## src/rtl/game_pkg.sv

```systemverilog
// game_pkg: shared types and constants for the digit-entry game datapath
package game_pkg;
    localparam int DIGIT_W = 4;
    localparam int NUM_DIGITS_DEF = 4;
    typedef enum logic [1:0] {IDLE, CLEAR, ENTRY, DONE} state_t;
endpackage

```

## src/rtl/digit_entry_sequencer.sv

```systemverilog
// digit_entry_sequencer: steers entered switch digits into a bank of per-digit load registers
module digit_entry_sequencer
    import game_pkg::*;
#(
    parameter int NUM_DIGITS = NUM_DIGITS_DEF,
    parameter int IDX_W = $clog2(NUM_DIGITS)
) (
    input  logic                  clk,
    input  logic                  rst,
    input  logic                  start,
    input  logic                  enter,
    input  logic                  backspace,
    input  logic [DIGIT_W-1:0]    sw_in,
    output logic [NUM_DIGITS-1:0] load_en,
    output logic [DIGIT_W-1:0]    load_data,
    output logic [IDX_W-1:0]      digit_idx,
    output logic [NUM_DIGITS-1:0] digit_valid,
    output logic                  busy,
    output logic                  entry_done
);
    function automatic logic [NUM_DIGITS-1:0] onehot(input logic [IDX_W-1:0] i);
        return NUM_DIGITS'(1) << i;
    endfunction

    state_t state, state_nx;
    logic do_clear, do_enter, do_back, last;
    logic [IDX_W-1:0] idx_prev;
    logic [NUM_DIGITS-1:0] load_en_nx, digit_valid_nx;
    logic [DIGIT_W-1:0] load_data_nx;
    logic [IDX_W-1:0] digit_idx_nx;
    logic busy_nx, entry_done_nx;

    // start outranks enter, which outranks backspace; CLEAR ignores everything
    always_comb begin
        do_clear = start && state != CLEAR;
        do_enter = state == ENTRY && !start && enter;
        do_back = state == ENTRY && !start && !enter && backspace && digit_idx != '0;
        last = digit_idx == IDX_W'(NUM_DIGITS - 1);
        idx_prev = digit_idx - 1'b1;
    end

    always_ff @(posedge clk) begin
        if (!rst) begin
            state <= IDLE;
            load_en <= '0;
            load_data <= '0;
            digit_idx <= '0;
            digit_valid <= '0;
            busy <= 1'b0;
            entry_done <= 1'b0;
        end else begin
            state <= state_nx;
            load_en <= load_en_nx;
            load_data <= load_data_nx;
            digit_idx <= digit_idx_nx;
            digit_valid <= digit_valid_nx;
            busy <= busy_nx;
            entry_done <= entry_done_nx;
        end
    end

    always_comb begin
        state_nx = do_clear ? CLEAR :
                   state == CLEAR ? ENTRY :
                   (do_enter && last) ? DONE : state;
    end

    always_comb begin
        load_en_nx = do_clear ? '1 :
                     do_enter ? onehot(digit_idx) :
                     do_back ? onehot(idx_prev) : '0;
        load_data_nx = do_enter ? sw_in : '0;
        digit_idx_nx = do_clear ? '0 :
                       do_enter ? (last ? digit_idx : digit_idx + 1'b1) :
                       do_back ? idx_prev : digit_idx;
        digit_valid_nx = do_clear ? '0 :
                         do_enter ? (digit_valid | onehot(digit_idx)) :
                         do_back ? (digit_valid & ~onehot(idx_prev)) : digit_valid;
        busy_nx = state_nx == CLEAR || state_nx == ENTRY;
        entry_done_nx = state_nx == DONE;
    end
endmodule
```

## config.mk

```make
export PLATFORM = sky130hd
export DESIGN_NAME = digit_entry_sequencer
export DESIGN_NICKNAME = d
export VERILOG_FILES = /design/src/rtl/game_pkg.sv /design/src/rtl/digit_entry_sequencer.sv
export SDC_FILE = /design/constraint.sdc
export NUM_CORES = 1
export LEC_CHECK = 0
export CORE_UTILIZATION = 40
export CTS_CLUSTER_SIZE = 10
export DETAILED_ROUTE_END_ITERATION = 16
export GPL_ROUTABILITY_DRIVEN = 1
export HOLD_SLACK_MARGIN = 0.1
export PLACE_DENSITY = 0.73
export SLEW_MARGIN = 20
export SYNTH_ARGS = -nofsm -noshare
export SYNTH_HDL_FRONTEND = slang
export SYNTH_SLANG_ARGS = --single-unit
```

## constraint.sdc

```tcl
create_clock -name clk -period 1.4 [get_ports clk]
set_input_delay 0.21 -clock clk [delete_from_list [all_inputs] [get_ports clk]]
set_output_delay 0.21 -clock clk [all_outputs]
set_load 0.01 [all_outputs]
```

==> impl_metrics.env <==
export IMPL_status="finished clean"
export IMPL_ys_seq_elements=18
export IMPL_fp_row_count=15
export IMPL_r2r_cells=6
export IMPL_whs_endpoint="load_data[1]"
export IMPL_cts_htree_levels=1
export IMPL_r2r_end="digit_idx[0]"
export IMPL_core_area_sq_um=1780
export IMPL_post_drt_wl_per_cell_um=12.4
export IMPL_critical_path_max_fanout=1
export IMPL_vias=708
export IMPL_period_share=0.974
export IMPL_finalCriticalPeriod_ns=1.36
export IMPL_r2r_start="digit_idx[1]"
export IMPL_syn_avg_cell_area_sq_um=9.48
export IMPL_p_leak_nw=0.603
export IMPL_postLayoutCellArea_sq_um=1250
export IMPL_vdd_ir_drop_max_v=0.000557
export IMPL_n_antenna_cell=0
export IMPL_ctsHoldBuffers=0
export IMPL_worstHoldPathType="in -> reg"
export IMPL_cp_arrival_ns=1.15
export IMPL_critical_path_class="reg -> out"
export IMPL_worstPathRequired_ns=1.19
export IMPL_synth_distinct_cells=21
export IMPL_grt_pass1_wl_mm=2.82
export IMPL_cts_tree="done"
export IMPL_yosysTopAreaCell="dfxtp_1"
export IMPL_powerDensity_nw_per_um2=782
export IMPL_cts_inserted_buffers=3
export IMPL_setup_violations=0
export IMPL_clock_root_buffer="clkbuf_4"
export IMPL_grt_overflow=0
export IMPL_critPathMaxStageDelay_ns=0.53
export IMPL_clk_latency_ns=0.31
export IMPL_portBuffers=24
export IMPL_start_util=0.441
export IMPL_rrSetupSlack_ns=0.04
export IMPL_synthTopCellsByArea="dfxtp_1 46%, ha_1 13%, and2_1 7.2%"
export IMPL_cpMaxStageDelayCell="clkdlybuf4s50_1"
export IMPL_ios=25
export IMPL_tns_ns=0
export IMPL_whs_ns=0.457
export IMPL_gp_congestion=0.813
export IMPL_placedCellCount=140
export IMPL_hold_path_startpoint="sw_in[1]"
export IMPL_grt_max_degree=12
export IMPL_cp_cell_sequence="clkdlybuf4s50_1"
export IMPL_ant_nets=0
export IMPL_seq_area_frac_synth=0.458
export IMPL_routed_wirelength_mm=1.82
export IMPL_setup_ws_ns=0.0361
export IMPL_worstSetupStartpoint="load_data[2]"
export IMPL_layout_cells_non_filler=147
export IMPL_fp_dieH_um=46.4
export IMPL_fin_nets=140
export IMPL_slew_violations=0
export IMPL_clkTransAtPathRegs_ns=0.10
export IMPL_synth_cells=83
export IMPL_power_total_mw=0.976
export IMPL_via_per_inst=4.82
export IMPL_ys_warn_count=0
export IMPL_grt_usage=0.188
export IMPL_dp_slack_ns=-0.299
export IMPL_clkSinkCount=18
export IMPL_die_area_sq_um=2150
export IMPL_antenna_found_initial=0
export IMPL_fmax_mhz=733
export IMPL_dr_pass1_iters=4
export IMPL_clock_path_buffers=2
export IMPL_worstMarginPinSlew_ns=0.279
export IMPL_regArea_sq_um=368
export IMPL_grt_pass1_vias=686
export IMPL_holdPathStages=2
export IMPL_place_area_sq_um=1140
export IMPL_slew_headroom=0.814
export IMPL_drt_iter0_drc=12
export IMPL_rsz0062_at_grt="true"
export IMPL_dp_hpwl_mm=1.29
export IMPL_path_delay_family="buffers and inverters"
export IMPL_fin_worst_skew_ns=0.00927
export IMPL_area_delta_synth_final_pct=58.5
export IMPL_die_x_um=46.4
export IMPL_final_core_util=0.700
export IMPL_cp_buffers_inverters=1
export IMPL_hold_viol_final=0
export IMPL_start_kind="flip-flop"
export IMPL_drive_above_1_share=0.238
export IMPL_synthesis_area_sq_um=787
export IMPL_drv_cap=0
export IMPL_crit_path_end_kind="output port"
export IMPL_nFillCells=151
export IMPL_synth_fp_nets=100
export IMPL_multi_input_area_sq_um=444
export IMPL_drc=0
export IMPL_yosysTopAreaCellShare=0.458
==> power by group <==
| group | switching, mW | internal (mW) | total, mW |
|---|---|---|---|
| Sequential | 0.00584 | 0.525 | 0.530 |
| Clock | 0.173 | 0.159 | 0.332 |
| Combinational | 0.0457 | 0.0673 | 0.113 |
==> Yosys cell counts <==
| cell type | n |
|---|---|
| o22ai_1 | 1 |
| a31oi_1 | 5 |
| and3_1 | 1 |
| nand2_1 | 10 |
| dfxtp_1 | 18 |
| a21oi_1 | 6 |
| o21ai_0 | 3 |
| buf_6 | 1 |
| inv_1 | 5 |
| nor2b_1 | 1 |
| nor2_1 | 2 |
| and3b_1 | 2 |
| buf_2 | 1 |
| nand2b_1 | 1 |
| or3_1 | 1 |
| nor3b_1 | 5 |
| and3_2 | 1 |
| and4bb_1 | 1 |
| and2_1 | 9 |
| ha_1 | 8 |
| nand3b_1 | 1 |
==> cells in the final DEF (no fill, tap or decap), types with 2 or more instances in the layout <==
| master | count |
|---|---|
| dlygate4sd2_1 | 5 |
| clkbuf_4 | 3 |
| dfxtp_4 | 2 |
| ha_4 | 3 |
| nor3b_1 | 5 |
| buf_4 | 13 |
| a31oi_1 | 5 |
| and3b_1 | 2 |
| and2_1 | 9 |
| a21oi_1 | 4 |
| inv_4 | 2 |
| a21oi_2 | 2 |
| ha_1 | 5 |
| clkdlybuf4s50_1 | 14 |
| nand2_1 | 10 |
| inv_1 | 3 |
| dlymetal6s2s_1 | 5 |
| dfxtp_1 | 16 |
| o21ai_0 | 3 |
==> repair_timing <==
action,4_1_cts,5_1_grt
gates resized for setup,7,11
setup endpoints to repair,7,9
setup buffers,2,1
pin swaps,0,3
==> layer usage <==
layer,share of wire,routed length (um),track usage,vias to the layer above
li1,-,-,-,359
met1,0.42,771,0.204,322
met2,0.50,912,0.328,20
met3,0.042,76,0.0353,7
met4,0.031,57,0.124,0
met5,0,0,0,-
==> sequential cells by signal, indices dropped and copies added, names as in the netlist <==
signal / flops
digit_idx: 2
state: 2
busy: 1
load_data: 4
digit_valid: 4
load_en: 4
entry_done: 1
==> worst max-delay path by stage <==
stage,end,slack (ns),depth (start not counted)
global route,load_en[0],-0.02,6
CTS,busy,0.0009,5
global placement,digit_idx[0],-0.25,5
detailed placement,digit_idx[0],-0.30,5
floorplan,digit_idx[0],-0.01,7
finish,load_data[2],0.04,1
==> area by class of cell <==
class                           count  share of cell area
Multi-Input combinational cell     58               0.356
Sequential cell                    18               0.295
Timing Repair Buffer               37               0.276
Clock buffer                        4              0.0291
Tap cell                           25              0.0251
Inverter                            5              0.0191
==> logic make-up after synthesis <==
| family | share of synthesized area |
|---|---|
| AND/OR/NAND/NOR | 0.266 |
| adder cells (fa/ha/maj) | 0.127 |
| flip-flops | 0.458 |
| buffers and inverters | 0.0445 |
| AO/OA/AOI/OAI | 0.105 |
Note: power is estimated with default switching activity, not from simulation.
